## config.mk

```make
export PLATFORM = sky130hd
export DESIGN_NAME = uart_rx_fifo
export DESIGN_NICKNAME = d
export VERILOG_FILES = /design/src/rtl/uart_pkg.sv /design/src/rtl/sync_fifo.sv /design/src/rtl/uart_rx_fifo.sv
export SDC_FILE = /design/constraint.sdc
export NUM_CORES = 1
export LEC_CHECK = 0
export BUFFER_PORTS_ARGS = -buffer_cell sky130_fd_sc_hd__buf_2
export CAP_MARGIN = 10
export CORE_MARGIN = 8
export CORE_UTILIZATION = 45
export CTS_CLUSTER_SIZE = 16
export DETAILED_ROUTE_END_ITERATION = 10
export PLACE_DENSITY = 0.64
export SLEW_MARGIN = 20
export SYNTH_ARGS = -nofsm -noshare
export SYNTH_HDL_FRONTEND = slang
export SYNTH_SLANG_ARGS = --single-unit
```

## constraint.sdc

```tcl
create_clock -name clk -period 3.3 [get_ports clk]
set_input_delay 0.165 -clock clk [delete_from_list [all_inputs] [get_ports clk]]
set_output_delay 0.165 -clock clk [all_outputs]
set_load 0.005 [all_outputs]
```

## src/rtl/uart_pkg.sv

```systemverilog
// uart_pkg: receiver state encoding, parity modes and output field positions
package uart_pkg;
   typedef enum logic [2:0] {IDLE, START, DATA, PAR, STOP} state_t;
   localparam int PAR_NONE = 0;
   localparam int PAR_ODD = 1;
   localparam int PAR_EVEN = 2;
   localparam int OUT_EMPTY = 15;
   localparam int OUT_FERR = 14;
   localparam int OUT_PERR = 13;
endpackage

```

## src/rtl/sync_fifo.sv

```systemverilog
// sync_fifo: power-of-two FIFO with registered head word and empty flag
module sync_fifo #(
   parameter int WIDTH = 10,
   parameter int DEPTH = 4
) (
   input  logic             clk,
   input  logic             clear,
   input  logic             push,
   input  logic             pop,
   input  logic [WIDTH-1:0] din,
   output logic             full,
   output logic             empty,
   output logic [WIDTH-1:0] head
);
   localparam int PW = $clog2(DEPTH);
   logic [WIDTH-1:0] mem [DEPTH];
   logic [PW-1:0] wptr, rptr;
   logic [PW:0] cnt, cnt_n;
   logic [WIDTH-1:0] head_n;
   logic do_push, do_pop;
   assign full = cnt == (PW+1)'(DEPTH);
   assign do_pop = pop && !empty;
   assign do_push = push && (!full || do_pop);
   // next occupancy and next head word, so head/empty come straight from flops
   always_comb begin
      cnt_n = cnt + (PW+1)'(do_push) - (PW+1)'(do_pop);
      head_n = do_pop ? (cnt == (PW+1)'(1) ? (do_push ? din : '0) : mem[rptr + PW'(1)])
             : (do_push && empty) ? din : head;
   end
   // pointers, occupancy and the presented head
   always_ff @(posedge clk or posedge clear)
      if (clear) begin
         wptr <= '0;
         rptr <= '0;
         cnt <= '0;
         empty <= 1'b1;
         head <= '0;
      end else begin
         if (do_push) wptr <= wptr + PW'(1);
         if (do_pop) rptr <= rptr + PW'(1);
         cnt <= cnt_n;
         empty <= (cnt_n == '0);
         head <= head_n;
      end
   // storage array, deliberately left out of reset
   always_ff @(posedge clk)
      if (do_push) mem[wptr] <= din;
endmodule

```

## src/rtl/uart_rx_fifo.sv

```systemverilog
// uart_rx_fifo: UART receiver with mid-bit sampling feeding a small word FIFO
module uart_rx_fifo import uart_pkg::*; #(
   parameter int CLKS_PER_BIT = 217,
   parameter int DATA_BITS = 8,
   parameter int PARITY = 0,
   parameter int FIFO_DEPTH = 4
) (
   input  logic        clk,
   input  logic        clear,
   input  logic        RX,
   input  logic        rd,
   output logic [15:0] out,
   output logic        overrun
);
   localparam int BW = $clog2(CLKS_PER_BIT);
   localparam logic [BW-1:0] BAUD_LAST = BW'(CLKS_PER_BIT - 1);
   localparam logic [BW-1:0] HALF_LAST = BW'(CLKS_PER_BIT / 2 - 1);
   localparam logic [2:0] BIT_LAST = 3'(DATA_BITS - 1);
   state_t state;
   logic rx_meta, rxs, perr, push, full, empty, baud_end;
   logic [BW-1:0] baud;
   logic [2:0] bitc;
   logic [DATA_BITS-1:0] sh;
   logic [9:0] head;
   assign baud_end = baud == BAUD_LAST;
   assign push = state == STOP && baud_end;
   // two-flop synchroniser, preset high so clear never fakes a start bit
   always_ff @(posedge clk or posedge clear)
      if (clear) {rx_meta, rxs} <= 2'b11;
      else {rx_meta, rxs} <= {RX, rx_meta};
   // frame FSM: start bit checked at its centre, later bits one full bit apart
   always_ff @(posedge clk or posedge clear)
      if (clear) begin
         state <= IDLE;
         baud <= '0;
         bitc <= '0;
         sh <= '0;
         perr <= 1'b0;
      end else
         case (state)
            IDLE: begin
               baud <= '0;
               bitc <= '0;
               perr <= 1'b0;
               if (!rxs) state <= START;
            end
            START:
               if (baud == HALF_LAST) begin
                  baud <= '0;
                  state <= rxs ? IDLE : DATA;
               end else baud <= baud + BW'(1);
            DATA: begin
               baud <= baud_end ? '0 : baud + BW'(1);
               if (baud_end) begin
                  sh <= {rxs, sh[DATA_BITS-1:1]};
                  bitc <= bitc + 3'd1;
                  if (bitc == BIT_LAST) state <= PARITY != PAR_NONE ? PAR : STOP;
               end
            end
            PAR: begin
               baud <= baud_end ? '0 : baud + BW'(1);
               if (baud_end) begin
                  perr <= (^sh ^ rxs) != (PARITY == PAR_ODD);
                  state <= STOP;
               end
            end
            STOP: begin
               baud <= baud_end ? '0 : baud + BW'(1);
               if (baud_end) state <= IDLE;
            end
            default: state <= IDLE;
         endcase
   sync_fifo #(.WIDTH(10), .DEPTH(FIFO_DEPTH)) u_fifo (
      .clk   (clk),
      .clear (clear),
      .push  (push),
      .pop   (rd),
      .din   ({~rxs, perr, 8'(sh)}),
      .full  (full),
      .empty (empty),
      .head  (head)
   );
   // output word assembled from the FIFO's registered head and empty flag
   always_comb begin
      out = {8'b0, head[7:0]};
      out[OUT_EMPTY] = empty;
      out[OUT_FERR] = head[9];
      out[OUT_PERR] = head[8];
   end
   // sticky drop flag: a new drop outranks a clearing read
   always_ff @(posedge clk or posedge clear)
      if (clear) overrun <= 1'b0;
      else if (push && full && !rd) overrun <= 1'b1;
      else if (rd && !empty) overrun <= 1'b0;
endmodule

```

==> flow_summary_export.csv <==
group,metric,value,unit
status,status,"finished with violations",
status,failed_checks,"negative hold slack",
timing,finalMaxSlewViolations,0,
power_and_ir_drop,p_clk_frac,0.338,
timing,finalCritPeriodShare,0.856,
power_and_ir_drop,netSwitchingFraction,0.261,
global_route,grt_pass1_vias,2314,
clock_network,root_buffer,"clkbuf_8",
timing,hold_viol_final,41,
routing,dr.first_iter.drc_count,163,
routing,firstDrtPassIters,5,
timing,clock_skew,12.5,ps
place,gp_congestion,0.784,
timing,fin_crit,2820,ps
place,dp_hpwl,4740,µm
finish,syn2layout_area_growth,9.98,%
setup_path,r2r_setup_slack,480,ps
timing,slew_headroom,0.456,
finish,nets,312,
setup_path,crit_path_end_kind,"register",
timing,whs,-64.0,ps
timing,max_clock_freq,354,MHz
timing,setup_viol,0,
synthesis,synth_top_area_cell,"edfxtp_1",
setup_path,critPathCapture,"u_fifo.empty",
place,dpl_worst_slack,511,ps
synthesis,yosysSeqAreaShare,0.595,
clock_network,cts_setup_buffers,0,
clock_network,clk_latency,350,ps
setup_path,reg2regPathDepth,11,
die,core,8550,µm²
clock_network,cts_buffers,9,
synthesis,synth_commonest_cells,"dfrtp_1 (41), edfxtp_1 (40), nand2_1 (16)",
power_and_ir_drop,internal_power,0.00177,W
setup_path,criticalPathCategory,"register to register",
routing,wl_per_cell,17.3,µm
setup_path,cp-start-kind,"register",
synthesis,synth_seq_cells,84,
clock_network,clock_path_buffers,2,
synthesis,synth_most_common_cell,"dfrtp_1",
synthesis,synth_cell_type_count,55,
routing,wl,7100,µm
clock_network,cts_tree,"built",
global_route,grt_max_degree,45,
finish,fin_cells,410,
place,io_buffers,15,
synthesis,synth_edf_count,40,
routing,routed_via_density,5.50,
synthesis,ys_warn_count,0,
die,start_util,0.453,
power_and_ir_drop,power_density,563,nW/µm²
global_route,grt_pass1_wl,11800,µm
clock_network,cts.sinks,84,
synthesis,netlist.area_leader.share,0.310,
finish,drive_above_1_share,0.238,
setup_path,r2r_start,"baud[0]",
die,fp.dieH,109,µm
clock_network,h-tree-depth,3,
finish,diodes,0,
power_and_ir_drop,ir_drop,242,µV
power_and_ir_drop,p_sw,0.000625,W
die,rows,34,
setup_path,required,3560,ps
synthesis,synth.avg_cell_area,13.7,µm²
routing,drtAntennaViolNets,0,
job,cap_violations,0,
global_route,grt-ovfl-total,0,
synthesis,async_flop_share,0.524,
routing,drcViolationCount,0,
timing,fin_ws,475,ps
power_and_ir_drop,seqPwrFrac,0.531,
synthesis,synthCells,282,
setup_path,crit_arrival,3090,ps
global_route,antenna_found_initial,0,
timing,rsz0062_at_grt,"false",
power_and_ir_drop,power.leakage,1.79,nW
die,die-width,109,µm
timing,worst_pin_slew,816,ps
synthesis,synth_ff_type,"dfrtp_1",
routing,num_vias,2253,
power_and_ir_drop,combPwrFrac,0.131,
setup_path,r2r-end,"u_fifo.empty",
die,ioPinCount,21,
synthesis,synth_area_leaders,"edfxtp_1 (31%), dfrtp_1 (26%), mux4_2 (5.8%), ha_1 (3.2%), mux2_2 (2.6%)",
clock_network,post_cts_resize_count,0,
timing,setup_tns,0,ps
setup_path,critPathLaunch,"baud[0]",
finish,fin_util,0.498,
die,dieArea,11800,µm²
clock_network,clk_pin_slew,90,ps
setup_path,cp_max_fo,7,
synthesis,syn-cell-area,3870,µm²
min_path,hold_class,"input port to async pin",
global_route,grtUsageTotal,0.130,
place,place_inst,393,
[cells in the final DEF (no fill, tap or decap), drive strengths merged, types with 11 or more instances in the layout]
| cell type | count |
|---|---|
| dfrtp | 41 |
| edfxtp | 40 |
| buf | 18 |
| nand2 | 16 |
| nor3 | 16 |
| o21ai | 13 |
| inv | 12 |
| a31oi | 12 |
| xnor2 | 11 |
[power groups by stage]
stage	Combinational [W]	Sequential (W)	Clock, W
CTS	0.000322	0.00128	0.000823
finish	0.000314	0.00127	0.000811
detailed placement	0.000318	0.00130	0
global route	0.000352	0.00129	0.000865
floorplan	0.000288	0.00123	0
global placement	0.000312	0.00130	0
[sequential cells by signal, indices dropped and copies added (netlist names), 2 cells and up]
| signal | count |
|---|---|
| sh | 8 |
| u_fifo.head | 10 |
| bitc | 3 |
| state | 3 |
| u_fifo.mem | 40 |
| u_fifo.wptr | 2 |
| u_fifo.cnt | 3 |
| u_fifo.rptr | 2 |
| baud | 8 |
[cells by family (layout without fill, tap and decap cells)]
family          Yosys count  count (layout)  share of synthesized area
other cells               1               5                   0.000968
simple gates             68              68                      0.108
flops                    84              84                      0.595
buf+inv                  32              48                     0.0394
mux                      20              20                     0.0869
compound gates           54              54                      0.102
fa+ha+maj                11              11                     0.0375
xor+xnor                 12              12                     0.0307
[how the worst min path moves through the flow]
stage | startpoint | to | cells after the start
after detailed placement | RX | rx_meta | 1
after CTS | rd | overrun | 2
after global placement | RX | rx_meta | 1
after global routing | clear | u_fifo.head[1] | 2
final | clear | u_fifo.head[0] | 2
after floorplan | RX | rx_meta | 0
[layer usage]
metal	vias to the layer above	track usage	routed length, µm
met5	-	0	0
met4	0	0.0577	93
met3	10	0.0248	346
met1	1121	0.159	3000
li1	1073	-	-
met2	49	0.220	3650
[stage by stage]
stage,instance area [µm²],hold WS (ps),total power (W)
floorplan,3890,169,0.00152
global placement,4020,273,0.00161
detailed placement,4020,271,0.00162
CTS,4260,7.44,0.00242
global route,4260,9.08,0.00251
finish,4260,-64.0,0.00240
[cell type report]
type,count,area [µm²]
Fill cell,736,4290
Sequential cell,84,2310
Multi-Input combinational cell,170,1440
Clock buffer,10,138
Tap cell,108,135
Timing Repair Buffer,19,108
Clock inverter,6,87.6
Inverter,13,50.0
[repair_timing]
item                                   in CTS  in global routing
hold buffers                                1                  0
endpoints found under the hold margin       1                  0
setup endpoints to repair                   0                  0
[critical path: stages, from the launching register on]
cell and delay, ps:
dfrtp_1 410, inv_1 100, ha_1 190, nand4b_4 170, or2_1 380, a211oi_4 400, ha_1 210, inv_1 50
fa_1 370, xnor2_1 150, xnor2_1 140, nor3_1 160
(Power assumes the default switching activity.)
